## src/rtl/bcd_share_arbiter.sv

```systemverilog
// Round-robin sharing of one pipelined binary-to-BCD converter among N requesters.
// A grant registers the requester's value, waits out CONV_LAT, then returns the tagged result with an ack.
module bcd_share_arbiter #(
    parameter int N        = 3,
    parameter int IDW      = 2,
    parameter int CONV_LAT = 2
) (
    input  logic              Sys_CLK,
    input  logic              Sys_RST,
    input  logic [N-1:0]      req,
    input  logic [N*20-1:0]   req_data,
    output logic [N-1:0]      ack,
    output logic [24:0]       result_bcd,
    output logic [IDW-1:0]    result_id,
    output logic              result_valid,
    output logic              busy,
    output logic [19:0]       conv_bin,
    input  logic [24:0]       conv_bcd
);

    typedef enum logic [1:0] {
        IDLE,
        WAIT,
        DONE
    } state_t;

    localparam logic [2:0] LAT = 3'(CONV_LAT);

    state_t         state;
    logic [2:0]     cnt;
    logic [IDW-1:0] rr_ptr;
    logic [IDW-1:0] grant;

    logic           found;
    int unsigned    cand;
    int unsigned    pick;
    logic [19:0]    pick_data;

    // First requesting index at or after rr_ptr, wrapping at N.
    always_comb begin
        found = 1'b0;
        cand  = 0;
        pick  = 0;
        for (int unsigned k = 0; k < N; k++) begin
            cand = (32'(rr_ptr) + k) % N;
            if (!found && 1'(req >> cand)) begin
                found = 1'b1;
                pick  = cand;
            end
        end
        pick_data = 20'(req_data >> (pick * 20));
    end

    always_comb begin
        busy = (state != IDLE);
    end

    always_ff @(posedge Sys_CLK or posedge Sys_RST) begin
        if (Sys_RST) begin
            state        <= IDLE;
            cnt          <= '0;
            rr_ptr       <= '0;
            grant        <= '0;
            conv_bin     <= '0;
            result_bcd   <= '0;
            result_id    <= '0;
            result_valid <= 1'b0;
            ack          <= '0;
        end else begin
            result_valid <= 1'b0;
            ack          <= '0;
            case (state)
                IDLE: begin
                    if (found) begin
                        conv_bin <= pick_data;
                        grant    <= IDW'(pick);
                        cnt      <= '0;
                        state    <= WAIT;
                    end
                end
                WAIT: begin
                    if (cnt == LAT) begin
                        result_bcd   <= conv_bcd;
                        result_id    <= grant;
                        result_valid <= 1'b1;
                        ack          <= N'(1) << grant;
                        state        <= DONE;
                    end else begin
                        cnt <= cnt + 3'd1;
                    end
                end
                DONE: begin
                    rr_ptr <= IDW'((32'(grant) + 1) % N);
                    state  <= IDLE;
                end
                default: state <= IDLE;
            endcase
        end
    end

endmodule

```

## config.mk

```make
export PLATFORM = sky130hd
export DESIGN_NAME = bcd_share_arbiter
export DESIGN_NICKNAME = d
export VERILOG_FILES = /design/src/rtl/bcd_share_arbiter.sv
export SDC_FILE = /design/constraint.sdc
export NUM_CORES = 1
export LEC_CHECK = 0
export ABC_AREA = 1
export ABC_CLOCK_PERIOD_IN_PS = 4000
export CAP_MARGIN = 40
export CORE_MARGIN = 1
export CORE_UTILIZATION = 25
export DETAILED_ROUTE_END_ITERATION = 12
export PLACE_DENSITY = 0.47
export SKIP_LAST_GASP = 1
export SLEW_MARGIN = 20
export SYNTH_ARGS = -nofsm -noshare
export SYNTH_HDL_FRONTEND = slang
export SYNTH_SLANG_ARGS = --single-unit
```

## constraint.sdc

```tcl
create_clock -name Sys_CLK -period 4 [get_ports Sys_CLK]
set_input_delay 1.2 -clock Sys_CLK [delete_from_list [all_inputs] [get_ports Sys_CLK]]
set_output_delay 1.2 -clock Sys_CLK [all_outputs]
set_load 0.05 [all_outputs]
```

==> results.md, run 1 <==
| Metric | Value |
| --- | --- |
| Run status | finished, final reports clean |
| Post-cts sizing count | 0 |
| Number of hold-repair buffers added at the cts stage | 0 |
| Aggregate routed wire length | 19,900 um |
| Instance count of the mapped netlist | 1,079 |
| Power density of the placed cells | 975 mW/mm2 |
| Clk_skew | 0.00435 ns |
| Fraction of layout cells with a size suffix above 1 | 6.47% |
| Slew @ Worst Pin | 0.703 ns |
| Fin crit share | 88.9% |
| Die Span X | 160 um |
| Inserted Clock Buffers | 9 |
| Vias in the first global route | 6,505 |
| Maximum buffer depth of the clock tree | 2 |
| Area delta synth->final | 35.7% |
| Area of all placed cells without fillers | 0.00851 mm2 |
| Largest driver fanout on the critical path | 6 |
| Final GP Congestion | 0.839 |
| Kind of capture point of the worst setup path | register |
| Via Count | 6,873 |
| Clock Sink Count | 60 |
| Portion of the post-synthesis area used by sequential elements | 23.9% |
| Pin count of the biggest net entering global routing | 71 |
| Cell area after placement | 0.00819 mm2 |
| Number of standard cells in the layout, taps in and fillers out | 1,560 |
| Netlist cell types | 37 |
| Area of the die | 0.0257 mm2 |
| Wire length of the first global-routing pass | 32,700 um |
| Placed instance count | 1,544 |
| # setup viols final | 0 |
| Sum of overflow across all layers after global routing | 0 |
| Count of warnings emitted by yosys | 0 |
| Fin crit period | 3.56 ns |
| Number of placement rows | 57 |
| Slew Viols, Final | 0 |
| Postcts setup bufs | 0 |
| Effective utilization at floorplan | 25.6% |
| Clk Latency, worst-skew pair | 0.33 ns |
| Total Negative Setup Slacks | 0 ns |
| Detailed Place HPWL | 15,400 um |
| Number of diodes added for antenna fixing | 0 |
| Chip Height | 160 um |
| Highest clock frequency the design can meet | 281 MHz |
| TritonCTS clock tree | done |
| Via density | 4.41 |
| Startpoint type of the worst setup path | register |
| Number of nets still failing antenna checks after routing | 0 |
| H-tree depth | 3 |
| Syn Area/Cell | 5.81 um2 |
| Max_slew headroom | 53.0% |
| Class of the tightest hold or removal check | register to register |
| Clock slew at reported path FFs | 0.05 ns |
| Number of hold violations in the final report | 0 |
| Area of the core | 0.0245 mm2 |
| Lkg Pwr | 0.00456 uW |
| Top-level port count | 142 |
| Setup Crit Path Kind | register to register |
| Power, Total | 8300 uW |
| Worst ir drop on vdd | 0.348 mV |
| Number of synthesized register bits | 60 |
| Drt wl/cell | 12.7 um |
| Final-layout worst hold slack | 0.468 ns |
| Setup repair after global routing missed its margin | false |
| Arrival time of the worst setup path | 3.78 ns |
| DRC marker count from the first detailed-route iteration | 355 |
| # port buffers | 141 |
| Root buffer selected by CTS | clkbuf_16 |
| Total Nets Final | 1,364 |
| Syn Std Cell Area | 0.00627 mm2 |
| Drt drc | 0 |
| Drt first pass iters | 5 |
| Required time of the critical path | 4.22 ns |
| Maximum Capacitance Violations | 0 |
| Overall Global Routing Usage | 15.8% |
| Number of antenna violations at the first check in global routing | 0 |
-- Yosys cell counts, drive strengths merged --
cell | number | share of area (%)
a21oi | 27 | 2.3
o31ai | 1 | 0.12
nor3b | 1 | 0.20
a21boi | 1 | 0.12
mux2 | 1 | 0.18
conb | 1 | 0.060
xnor2 | 2 | 0.28
buf | 26 | 2.4
o2bb2ai | 1 | 0.14
nor3 | 3 | 0.24
fa | 1 | 0.32
nand2 | 524 | 32
clkbuf | 26 | 1.6
clkinv | 1 | 0.060
xor2 | 7 | 0.98
inv | 109 | 6.5
dfrtp | 60 | 24
and2 | 1 | 0.10
nor2 | 44 | 3.1
o21ai | 86 | 7.2
nand3 | 88 | 7.3
nand3b | 2 | 0.24
ha | 42 | 8.4
nand4 | 24 | 2.5
-- worst max-delay path, stage by stage (launching register included) --
cell	delay, ns
dfrtp_1	0.46
inv_1	0.13
ha_1	0.39
inv_2	0.13
nand3_1	0.09
ha_1	0.29
inv_1	0.04
a21oi_1	0.12
nor2_1	0.06
nand2_1	0.11
nand3_1	0.12
inv_1	0.09
nand2_1	0.05
nand2_1	0.12
inv_2	0.05
ha_1	0.28
ha_1	0.35
nor2_1	0.29
nand2_1	0.10
nand3_1	0.12
nand2_1	0.06
-- logic make-up after synthesis --
group                      Yosys count  synth area share (%)
and+or+nand+nor                    687                  45.4
buffers and inverters              162                  10.5
AOI/OAI and AO/OA                  116                  9.93
DFF                                 60                  23.9
adders and majority gates           43                  8.70
xor gates and xnor gates             9                  1.26
other                                1                0.0598
muxes                                1                 0.180
-- per-layer routing --
| metal | global-route usage, % | up-vias | wire length (um) |
|---|---|---|---|
| li1 | - | 3660 | - |
| met1 | 20.4 | 3078 | 9320 |
| met2 | 27.9 | 123 | 9820 |
| met3 | 2.22 | 12 | 552 |
| met4 | 2.99 | 0 | 182 |
| met5 | 0 | - | 0 |
-- state kept, by name, summed over array words and instances, names as in the netlist --
name,flops
state,2
rr_ptr,2
conv_bin,20
result_bcd,25
cnt,3
result_valid,1
result_id,2
ack,3
grant,2
-- per-stage QoR --
step	worst slack (ns)	utilization, %
finish	0.443	34.8
detailed placement	0.120	33.5
CTS	0.409	34.8
global placement	0.127	33.5
global route	0.135	34.8
floorplan	0.354	-
-- cells in the final DEF, fill, tap and decap left out, types with 4 or more instances in the layout --
cell | netlist | routed
conb_1 | 1 | 24
ha_1 | 42 | 42
dfrtp_1 | 60 | 60
nand4_1 | 23 | 23
nor2_1 | 38 | 37
o21ai_2 | 6 | 6
nand3_1 | 84 | 84
xor2_1 | 7 | 7
inv_2 | 7 | 8
nand3_2 | 4 | 4
clkbuf_16 | 0 | 9
o21ai_0 | 67 | 67
a21oi_1 | 24 | 24
buf_4 | 3 | 26
inv_1 | 102 | 101
nor2_2 | 3 | 4
nand2_2 | 3 | 4
o21ai_1 | 13 | 13
nand2_1 | 519 | 518
clkdlybuf4s50_1 | 0 | 141
-- worst paths after layout --
kind	start	end	slack (ns)	cells after the start
min	result_bcd[20]	result_bcd[20]	0.47	2
max in group asynchronous	Sys_RST	conv_bin[5]	2.01	3
max	rr_ptr[0]	conv_bin[19]	0.44	20
min in group asynchronous	Sys_RST	result_bcd[9]	1.31	2
max reg2reg	rr_ptr[0]	conv_bin[19]	0.44	20
min reg2reg	result_bcd[20]	result_bcd[20]	0.47	2
-- power breakdown --
| group | internal, uW | switching [uW] |
|---|---|---|
| Combinational | 2200 | 4270 |
| Sequential | 862 | 138 |
| Clock | 561 | 269 |
-- cell type report --
class / count / area (um2)
Clock buffer: 12 / 246
Clock inverter: 4 / 72.6
Fill cell: 2765 / 16000
Inverter: 110 / 413
Multi-Input combinational cell: 880 / 4200
Sequential cell: 60 / 1500
Tap cell: 324 / 405
Timing Repair Buffer: 170 / 1670
No activity file was read; power rests on OpenSTA's default activity.
==> run 2: changes to the inputs <==
--- a/config.mk
+++ b/config.mk
@@ -11,6 +11,7 @@
 export CORE_MARGIN = 1
 export CORE_UTILIZATION = 25
 export DETAILED_ROUTE_END_ITERATION = 12
+export GPL_ROUTABILITY_DRIVEN = 0
 export PLACE_DENSITY = 0.47
 export SKIP_LAST_GASP = 1
 export SLEW_MARGIN = 20
==> results of run 2 <==
The final DEF is identical to that of run 1; final timing and power are the same.
==> run 3: changes to the inputs <==
--- a/config.mk
+++ b/config.mk
@@ -7,9 +7,10 @@
 export LEC_CHECK = 0
 export ABC_AREA = 1
 export ABC_CLOCK_PERIOD_IN_PS = 4000
-export CAP_MARGIN = 40
+export CAP_MARGIN = 5
 export CORE_MARGIN = 1
 export CORE_UTILIZATION = 25
+export CTS_CLUSTER_SIZE = 10
 export DETAILED_ROUTE_END_ITERATION = 12
 export GPL_ROUTABILITY_DRIVEN = 0
 export PLACE_DENSITY = 0.47
==> results of run 3 <==
The final DEF is identical to that of run 1; final timing and power are the same.
